File: config.mk
export PLATFORM = sky130hd
export DESIGN_NAME = tx_bitstream_gen
export DESIGN_NICKNAME = d
export VERILOG_FILES = /design/src/rtl/tx_bitstream_gen.sv
export SDC_FILE = /design/constraint.sdc
export NUM_CORES = 1
export LEC_CHECK = 0
export BUFFER_PORTS_ARGS = -buffer_cell sky130_fd_sc_hd__buf_2
export CAP_MARGIN = 15
export CORE_ASPECT_RATIO = 0.7
export CORE_UTILIZATION = 30
export CTS_CLUSTER_DIAMETER = 150
export CTS_CLUSTER_SIZE = 25
export DETAILED_ROUTE_END_ITERATION = 7
export GPL_ROUTABILITY_DRIVEN = 0
export SYNTH_ARGS = -nofsm -noshare
export SYNTH_HDL_FRONTEND = slang
export SYNTH_SLANG_ARGS = --single-unit
File: constraint.sdc
create_clock -name clkin -period 7.8 [get_ports clkin]
set_clock_uncertainty 0.05 [all_clocks]
set_input_delay 1.17 -clock clkin [delete_from_list [all_inputs] [get_ports clkin]]
set_output_delay 1.17 -clock clkin [all_outputs]
set_load 0.05 [all_outputs]
File: src/rtl/tx_bitstream_gen.sv
// Serial bit source for the tag tx modulator: pilot zeros, preamble, payload, CRC-16, dummy '1'.
// One bit per rising edge of bitinclk; the CRC stage exists only when TX_CRC16_EN is defined.
module tx_bitstream_gen #(
  parameter logic [15:0] CRC_PRESET  = 16'hFFFF,
  parameter int          FM0_TREXT_Z = 12,
  parameter int          MIL_PILOT_Z = 4,
  parameter int          MIL_TREXT_Z = 16
) (
  input  logic        clkin,
  input  logic        reset,
  input  logic        bitinclk,
  input  logic [1:0]  m,
  input  logic        trext,
  input  logic [15:0] data_in,
  input  logic [4:0]  data_nbits,
  input  logic        data_last,
  input  logic        data_valid,
  output logic        data_ready,
  output logic        bitin,
  output logic        violationin,
  output logic        txstopin,
  output logic        underrun
);

`ifdef TX_CRC16_EN
  typedef enum logic [2:0] {IDLE, PILOT, PREAMBLE, DATA, CRC, DUMMY, STOP} state_t;
`else
  typedef enum logic [2:0] {IDLE, PILOT, PREAMBLE, DATA, DUMMY, STOP} state_t;
`endif

  // Preamble bit i lives at index i (first transmitted bit is bit 0).
  localparam logic [7:0] FM0_PRE = 8'b0010_0101;
  localparam logic [7:0] MIL_PRE = 8'b0011_1010;

  state_t      state, state_nxt;
  logic        bitinclk_q, adv;
  logic [4:0]  cnt, cnt_nxt;
  logic [14:0] shreg, shreg_nxt;
  logic        last_q, last_nxt;
  logic        bit_nxt, viol_nxt, stop_nxt, underrun_nxt;
  logic        need_word, to_tail, data_bit;
  logic [4:0]  pilot_len;
`ifdef TX_CRC16_EN
  logic [15:0] crc, crc_nxt;
  logic        fb;
`endif

  assign adv = bitinclk & ~bitinclk_q;

  always_comb begin
    if (m == 2'd0) pilot_len = trext ? 5'(FM0_TREXT_Z) : 5'd0;
    else           pilot_len = trext ? 5'(MIL_TREXT_Z) : 5'(MIL_PILOT_Z);
  end

  // cnt is the position inside PILOT/PREAMBLE/CRC, and the bits still to send in DATA.
  always_comb begin
    state_nxt    = state;
    cnt_nxt      = cnt;
    shreg_nxt    = shreg;
    last_nxt     = last_q;
    bit_nxt      = bitin;
    viol_nxt     = violationin;
    stop_nxt     = txstopin;
    underrun_nxt = underrun;
    need_word    = 1'b0;
    to_tail      = 1'b0;
    data_bit     = 1'b0;
    data_ready   = 1'b0;
`ifdef TX_CRC16_EN
    crc_nxt      = crc;
    fb           = 1'b0;
`endif
    if (adv) begin
      case (state)
        IDLE: begin
          state_nxt = (pilot_len != 5'd0) ? PILOT : PREAMBLE;
          cnt_nxt   = 5'd0;
        end
        PILOT: begin
          if (cnt == pilot_len - 5'd1) begin
            state_nxt = PREAMBLE;
            cnt_nxt   = 5'd0;
          end else begin
            cnt_nxt = cnt + 5'd1;
          end
        end
        PREAMBLE: begin
          if (cnt == 5'd5) need_word = 1'b1;
          else             cnt_nxt   = cnt + 5'd1;
        end
        DATA: begin
          if (cnt != 5'd0) begin
            data_bit  = shreg[14];
            shreg_nxt = {shreg[13:0], 1'b0};
            cnt_nxt   = cnt - 5'd1;
          end else if (last_q) begin
            to_tail = 1'b1;
          end else begin
            need_word = 1'b1;
          end
        end
`ifdef TX_CRC16_EN
        CRC: begin
          if (cnt == 5'd15) state_nxt = DUMMY;
          else              cnt_nxt   = cnt + 5'd1;
        end
`endif
        DUMMY:   state_nxt = STOP;
        default: state_nxt = state;
      endcase

      // A missing word never stalls the stream: flag it and close the frame.
      if (need_word) begin
        if (data_valid) begin
          data_ready = 1'b1;
          state_nxt  = DATA;
          data_bit   = data_in[15];
          shreg_nxt  = data_in[14:0];
          cnt_nxt    = (data_nbits == 5'd0) ? 5'd15 : data_nbits - 5'd1;
          last_nxt   = data_last;
        end else begin
          underrun_nxt = 1'b1;
          to_tail      = 1'b1;
        end
      end

      if (to_tail) begin
`ifdef TX_CRC16_EN
        state_nxt = CRC;
        cnt_nxt   = 5'd0;
`else
        state_nxt = DUMMY;
`endif
      end

      bit_nxt  = 1'b0;
      viol_nxt = 1'b0;
      stop_nxt = 1'b0;
      case (state_nxt)
        PREAMBLE: begin
          bit_nxt  = (m == 2'd0) ? FM0_PRE[cnt_nxt[2:0]] : MIL_PRE[cnt_nxt[2:0]];
          viol_nxt = (m == 2'd0) && (cnt_nxt == 5'd4);
        end
        DATA: begin
          bit_nxt = data_bit;
`ifdef TX_CRC16_EN
          fb      = crc[15] ^ data_bit;
          crc_nxt = {crc[14:0], 1'b0} ^ (fb ? 16'h1021 : 16'h0000);
`endif
        end
`ifdef TX_CRC16_EN
        CRC:     bit_nxt = ~crc[~cnt_nxt[3:0]];
`endif
        DUMMY, STOP: begin
          bit_nxt  = 1'b1;
          stop_nxt = 1'b1;
        end
        default: bit_nxt = 1'b0;
      endcase
    end
  end

  always_ff @(posedge clkin or posedge reset) begin
    if (reset) begin
      bitinclk_q  <= 1'b0;
      state       <= IDLE;
      cnt         <= 5'd0;
      shreg       <= 15'd0;
      last_q      <= 1'b0;
      bitin       <= 1'b0;
      violationin <= 1'b0;
      txstopin    <= 1'b0;
      underrun    <= 1'b0;
`ifdef TX_CRC16_EN
      crc         <= CRC_PRESET;
`endif
    end else begin
      bitinclk_q  <= bitinclk;
      state       <= state_nxt;
      cnt         <= cnt_nxt;
      shreg       <= shreg_nxt;
      last_q      <= last_nxt;
      bitin       <= bit_nxt;
      violationin <= viol_nxt;
      txstopin    <= stop_nxt;
      underrun    <= underrun_nxt;
`ifdef TX_CRC16_EN
      crc         <= crc_nxt;
`endif
    end
  end

endmodule

==> run_summary.xml <==
<?xml version="1.0" encoding="UTF-8"?>
<metrics>
  <group name="outcome">
    <metric name="status" unit="">completed</metric>
  </group>
  <group name="cts">
    <metric name="cts-buffers-inserted" unit="">5</metric>
    <metric name="cts.repair_timing.setup_buffer_count" unit="">0</metric>
    <metric name="cts-hold-fix-buffers" unit="">0</metric>
    <metric name="clockBufferDepth" unit="">2</metric>
    <metric name="clock-sinks" unit="">29</metric>
    <metric name="clock_tree.htree_level_count" unit="">2</metric>
    <metric name="clkTransAtPathRegs" unit="ns">0.06</metric>
    <metric name="cts_root_buffer" unit="">sky130_fd_sc_hd__clkbuf_8</metric>
    <metric name="cts_tree" unit="">done</metric>
    <metric name="postCtsResizedCells" unit="">0</metric>
    <metric name="clk_latency" unit="ns">0.28</metric>
  </group>
  <group name="setup_path">
    <metric name="startpoint_type" unit="">flip-flop</metric>
    <metric name="cp_max_fo" unit="">18</metric>
    <metric name="timing.critical_path.slowest_stage_cell" unit="">sky130_fd_sc_hd__or4b_4</metric>
    <metric name="critPathCaptureType" unit="">output pin</metric>
    <metric name="worstPathArrival" unit="ns">3.09</metric>
    <metric name="critical-path-max-stage-delay" unit="ns">0.51</metric>
    <metric name="setup_crit_path_kind" unit="">reg2out</metric>
    <metric name="cp_common_cell" unit="">sky130_fd_sc_hd__inv_1</metric>
    <metric name="worst-endpoint-required" unit="ns">6.58</metric>
    <metric name="path_cells" unit="">inv_1 -&gt; ha_1 -&gt; or4b_4 -&gt; o22ai_4 -&gt; and3_1 -&gt; nand2_1 -&gt; inv_1 -&gt; buf_2</metric>
  </group>
  <group name="power">
    <metric name="power.clock.fraction" unit="%">22.6</metric>
    <metric name="internal_portion_of_total_power" unit="mW">0.370</metric>
    <metric name="leakage" unit="nW">1.05</metric>
    <metric name="switchingPower" unit="mW">0.236</metric>
    <metric name="irDropWorstVdd" unit="mV">0.151</metric>
    <metric name="power.switching_fraction" unit="%">38.9</metric>
    <metric name="power_density" unit="mW/mm²">265</metric>
    <metric name="power_frac_comb" unit="%">35.0</metric>
    <metric name="seq_power_share" unit="%">42.4</metric>
  </group>
  <group name="logic_synthesis">
    <metric name="yosys_warnings" unit="">0</metric>
    <metric name="netlist_area" unit="mm²">0.00199</metric>
    <metric name="synth.net_count" unit="">275</metric>
    <metric name="synth.lib_cells_used.distinct" unit="">52</metric>
    <metric name="synthAdderAreaFrac" unit="%">5.04</metric>
    <metric name="synthTopCellsByArea" unit="">sky130_fd_sc_hd__dfrtp_1, sky130_fd_sc_hd__nor2_1, sky130_fd_sc_hd__ha_1</metric>
    <metric name="synthXorXnorAreaFrac" unit="%">3.53</metric>
    <metric name="synth_top_family_by_area" unit="">compound AO/OA/AOI/OAI gates</metric>
    <metric name="ys_ff_latch" unit="">29</metric>
    <metric name="number_of_enable_flip_flop_cells_after_synthesis" unit="">0</metric>
    <metric name="netlist.area_leader.share" unit="%">36.5</metric>
    <metric name="synth_cells" unit="">238</metric>
    <metric name="syn_area_per_cell" unit="µm²">8.34</metric>
    <metric name="synth_compound_area_share" unit="%">24.0</metric>
    <metric name="seq_area_frac_synth" unit="%">36.5</metric>
    <metric name="synth_simple_gate_area_share" unit="%">23.6</metric>
    <metric name="synth_async_sr_flop_share" unit="%">100</metric>
    <metric name="ys_dominant_reg_cell" unit="">sky130_fd_sc_hd__dfrtp_1</metric>
    <metric name="synth.mux.area_fraction" unit="%">1.01</metric>
    <metric name="biggest_area_consumer_among_synthesized_cells" unit="">sky130_fd_sc_hd__dfrtp_1</metric>
  </group>
  <group name="sta">
    <metric name="portion_of_the_clock_cycle_consumed_by_the_worst_path_in_the_final_layout" unit="%">55.3</metric>
    <metric name="achievable-frequency" unit="MHz">232</metric>
    <metric name="timing.final.crit_period" unit="ns">4.31</metric>
    <metric name="final_hold_violating_endpoints" unit="">0</metric>
    <metric name="final-setup-viol-count" unit="">0</metric>
    <metric name="final_hold_slack" unit="ns">0.436</metric>
    <metric name="relative_max_transition_margin" unit="%">40.9</metric>
    <metric name="timing_worst_slew_pin_value" unit="ns">0.887</metric>
    <metric name="maxSlewViolCount" unit="">0</metric>
    <metric name="aggregate_negative_setup_slack" unit="ns">0</metric>
    <metric name="rsz_0062_raised_after_global_routing" unit="">no</metric>
  </group>
  <group name="cells_and_area">
    <metric name="final_util" unit="%">36.2</metric>
    <metric name="nets" unit="">301</metric>
    <metric name="area.growth.synth_to_final" unit="%">15.1</metric>
    <metric name="multiInputGateArea" unit="mm²">0.00113</metric>
    <metric name="num_antenna_cells" unit="">0</metric>
    <metric name="layout.filler_cells" unit="">660</metric>
    <metric name="drive_above_1_share" unit="%">18.1</metric>
    <metric name="seqCellArea" unit="µm²">726</metric>
  </group>
  <group name="die">
    <metric name="floorplan.initialDensity" unit="%">31.5</metric>
    <metric name="io-pin-count" unit="">34</metric>
    <metric name="floorplan.die.width" unit="µm">99.2</metric>
    <metric name="rows" unit="">24</metric>
    <metric name="core-area" unit="mm²">0.00631</metric>
    <metric name="design.die.area" unit="mm²">0.00695</metric>
    <metric name="die_h" unit="µm">70.1</metric>
  </group>
  <group name="global_route">
    <metric name="number_of_global_route_vias_before_repair" unit="">1656</metric>
    <metric name="globalRouteOverflowTotal" unit="">0</metric>
    <metric name="grtUsageTotal" unit="%">15.3</metric>
    <metric name="antenna_found_initial" unit="">0</metric>
    <metric name="grt_max_degree" unit="">30</metric>
    <metric name="grt_pass1_wl" unit="µm">8380</metric>
  </group>
  <group name="routing">
    <metric name="remaining_number_of_nets_flagged_by_the_antenna_check_after_routing" unit="">0</metric>
    <metric name="vias" unit="">1815</metric>
    <metric name="detailedRoute.firstPassIterationCount" unit="">4</metric>
    <metric name="wire_per_inst" unit="µm">14.8</metric>
    <metric name="viasPerCell" unit="">5.29</metric>
    <metric name="detail_route.wirelength" unit="µm">5080</metric>
    <metric name="post-route-drc-count" unit="">0</metric>
    <metric name="drtIter0Drc" unit="">261</metric>
  </group>
  <group name="hold_path">
    <metric name="holdCritPathClass" unit="">reg2reg</metric>
  </group>
  <group name="placed_design">
    <metric name="port_buffers" unit="">33</metric>
    <metric name="dp_hpwl" unit="µm">3700</metric>
  </group>
  <group name="job">
    <metric name="drv.max_cap_violation_count" unit="">0</metric>
  </group>
</metrics>
-- final timing paths --
| check | from | endpoint | slack, ns | depth (start not counted) |
|---|---|---|---|---|
| worst max-delay path | cnt[1] | data_ready | 3.49 | 8 |
| max in group asynchronous | reset | txstopin | 6.52 | 3 |
| worst min register to register | txstopin | txstopin | 0.44 | 2 |
| min in group asynchronous | reset | underrun | 0.90 | 3 |
| worst min-delay path | txstopin | txstopin | 0.44 | 2 |
| worst max register to register | cnt[1] | shreg[8] | 4.59 | 9 |
-- per-stage QoR --
| stage | power [mW] | cells | cell area [µm²] | setup WS [ns] |
|---|---|---|---|---|
| 2_1_floorplan | 0.415 | 238 | 1990 | 4.23 |
| 3_3_place_gp | 0.464 | 335 | 2180 | 3.85 |
| 3_5_place_dp | 0.468 | 335 | 2180 | 3.82 |
| 4_1_cts | 0.607 | 343 | 2280 | 3.51 |
| 5_1_grt | 0.650 | 343 | 2280 | 3.29 |
| 6_report | 0.606 | 343 | 2280 | 3.49 |
-- synth_stat cells (2+ instances only) --
cell	instances
sky130_fd_sc_hd__a21oi_1	11
sky130_fd_sc_hd__o221ai_1	2
sky130_fd_sc_hd__a222oi_1	2
sky130_fd_sc_hd__clkbuf_1	5
sky130_fd_sc_hd__nand3_1	6
sky130_fd_sc_hd__nor2_1	36
sky130_fd_sc_hd__nand3b_1	2
sky130_fd_sc_hd__ha_1	8
sky130_fd_sc_hd__and3_1	2
sky130_fd_sc_hd__o31ai_1	3
sky130_fd_sc_hd__nor2b_1	4
sky130_fd_sc_hd__mux2i_1	2
sky130_fd_sc_hd__buf_2	7
sky130_fd_sc_hd__nand2b_1	6
sky130_fd_sc_hd__o21a_1	2
sky130_fd_sc_hd__a21o_1	2
sky130_fd_sc_hd__nand2_1	25
sky130_fd_sc_hd__a31oi_1	4
sky130_fd_sc_hd__o21ai_1	2
sky130_fd_sc_hd__or4b_1	2
sky130_fd_sc_hd__o21ai_0	9
sky130_fd_sc_hd__a41o_1	2
sky130_fd_sc_hd__xnor2_1	6
sky130_fd_sc_hd__xor2_1	2
sky130_fd_sc_hd__inv_1	14
sky130_fd_sc_hd__buf_1	2
sky130_fd_sc_hd__nor3_1	3
sky130_fd_sc_hd__dfrtp_1	29
sky130_fd_sc_hd__o22ai_1	15
-- logic make-up after synthesis --
group	after synthesis
DFF	29
buffers and inverters	29
xor gates and xnor gates	8
AOI/OAI and AO/OA	67
adders and majority gates	8
muxes	2
and+or+nand+nor	95
-- power by group through the flow --
stage,Sequential (mW),Clock [mW],Combinational (mW)
2_1_floorplan,0.243,0,0.172
3_3_place_gp,0.257,0,0.208
3_5_place_dp,0.258,0,0.210
4_1_cts,0.256,0.139,0.211
5_1_grt,0.265,0.146,0.239
6_report,0.257,0.137,0.212
-- flip-flops by register name, indices dropped and copies added (netlist names) --
| name | count |
|---|---|
| cnt | 5 |
| bitinclk_q | 1 |
| last_q | 1 |
| violationin | 1 |
| bitin | 1 |
| txstopin | 1 |
| underrun | 1 |
| shreg | 15 |
| state | 3 |
-- worst max-delay path: cells and delay by family, from the launching register on --
family / cells / cell delay, ns
fa+ha+maj: 1 / 0.19
flops: 1 / 0.46
simple gates: 3 / 1.28
compound gates: 1 / 0.17
buf+inv: 3 / 0.71
-- cells in the final DEF, fill, tap and decap left out, types with 3 or more instances in the layout --
cell type and n:
sky130_fd_sc_hd__clkbuf_8 7, sky130_fd_sc_hd__o31ai_1 3, sky130_fd_sc_hd__a21oi_1 11, sky130_fd_sc_hd__nand2b_1 6, sky130_fd_sc_hd__xnor2_1 6, sky130_fd_sc_hd__o22ai_1 15, sky130_fd_sc_hd__inv_1 14, sky130_fd_sc_hd__nand2_1 25
sky130_fd_sc_hd__dfrtp_1 29, sky130_fd_sc_hd__nor3_1 3, sky130_fd_sc_hd__ha_1 8, sky130_fd_sc_hd__buf_2 33, sky130_fd_sc_hd__nor2_1 36, sky130_fd_sc_hd__o21ai_0 9, sky130_fd_sc_hd__nand3_1 6, sky130_fd_sc_hd__a31oi_1 4
sky130_fd_sc_hd__nor2b_1 4
-- layout make-up --
cell class	instances	share of cell area [%]
Tap cell	78	4.27
Inverter	14	2.30
Timing Repair Buffer	34	7.56
Multi-Input combinational cell	180	49.7
Clock inverter	1	0.219
Clock buffer	7	4.22
Sequential cell	29	31.8
-- layer usage --
layer	GRT usage [%]	up-vias	share of wire (%)
met5	0	-	0
met4	4.90	0	1.5
met3	4.60	8	8.4
met2	20.1	78	39
met1	23.3	827	51
li1	-	902	-
Power figures use the tool's default switching activity.
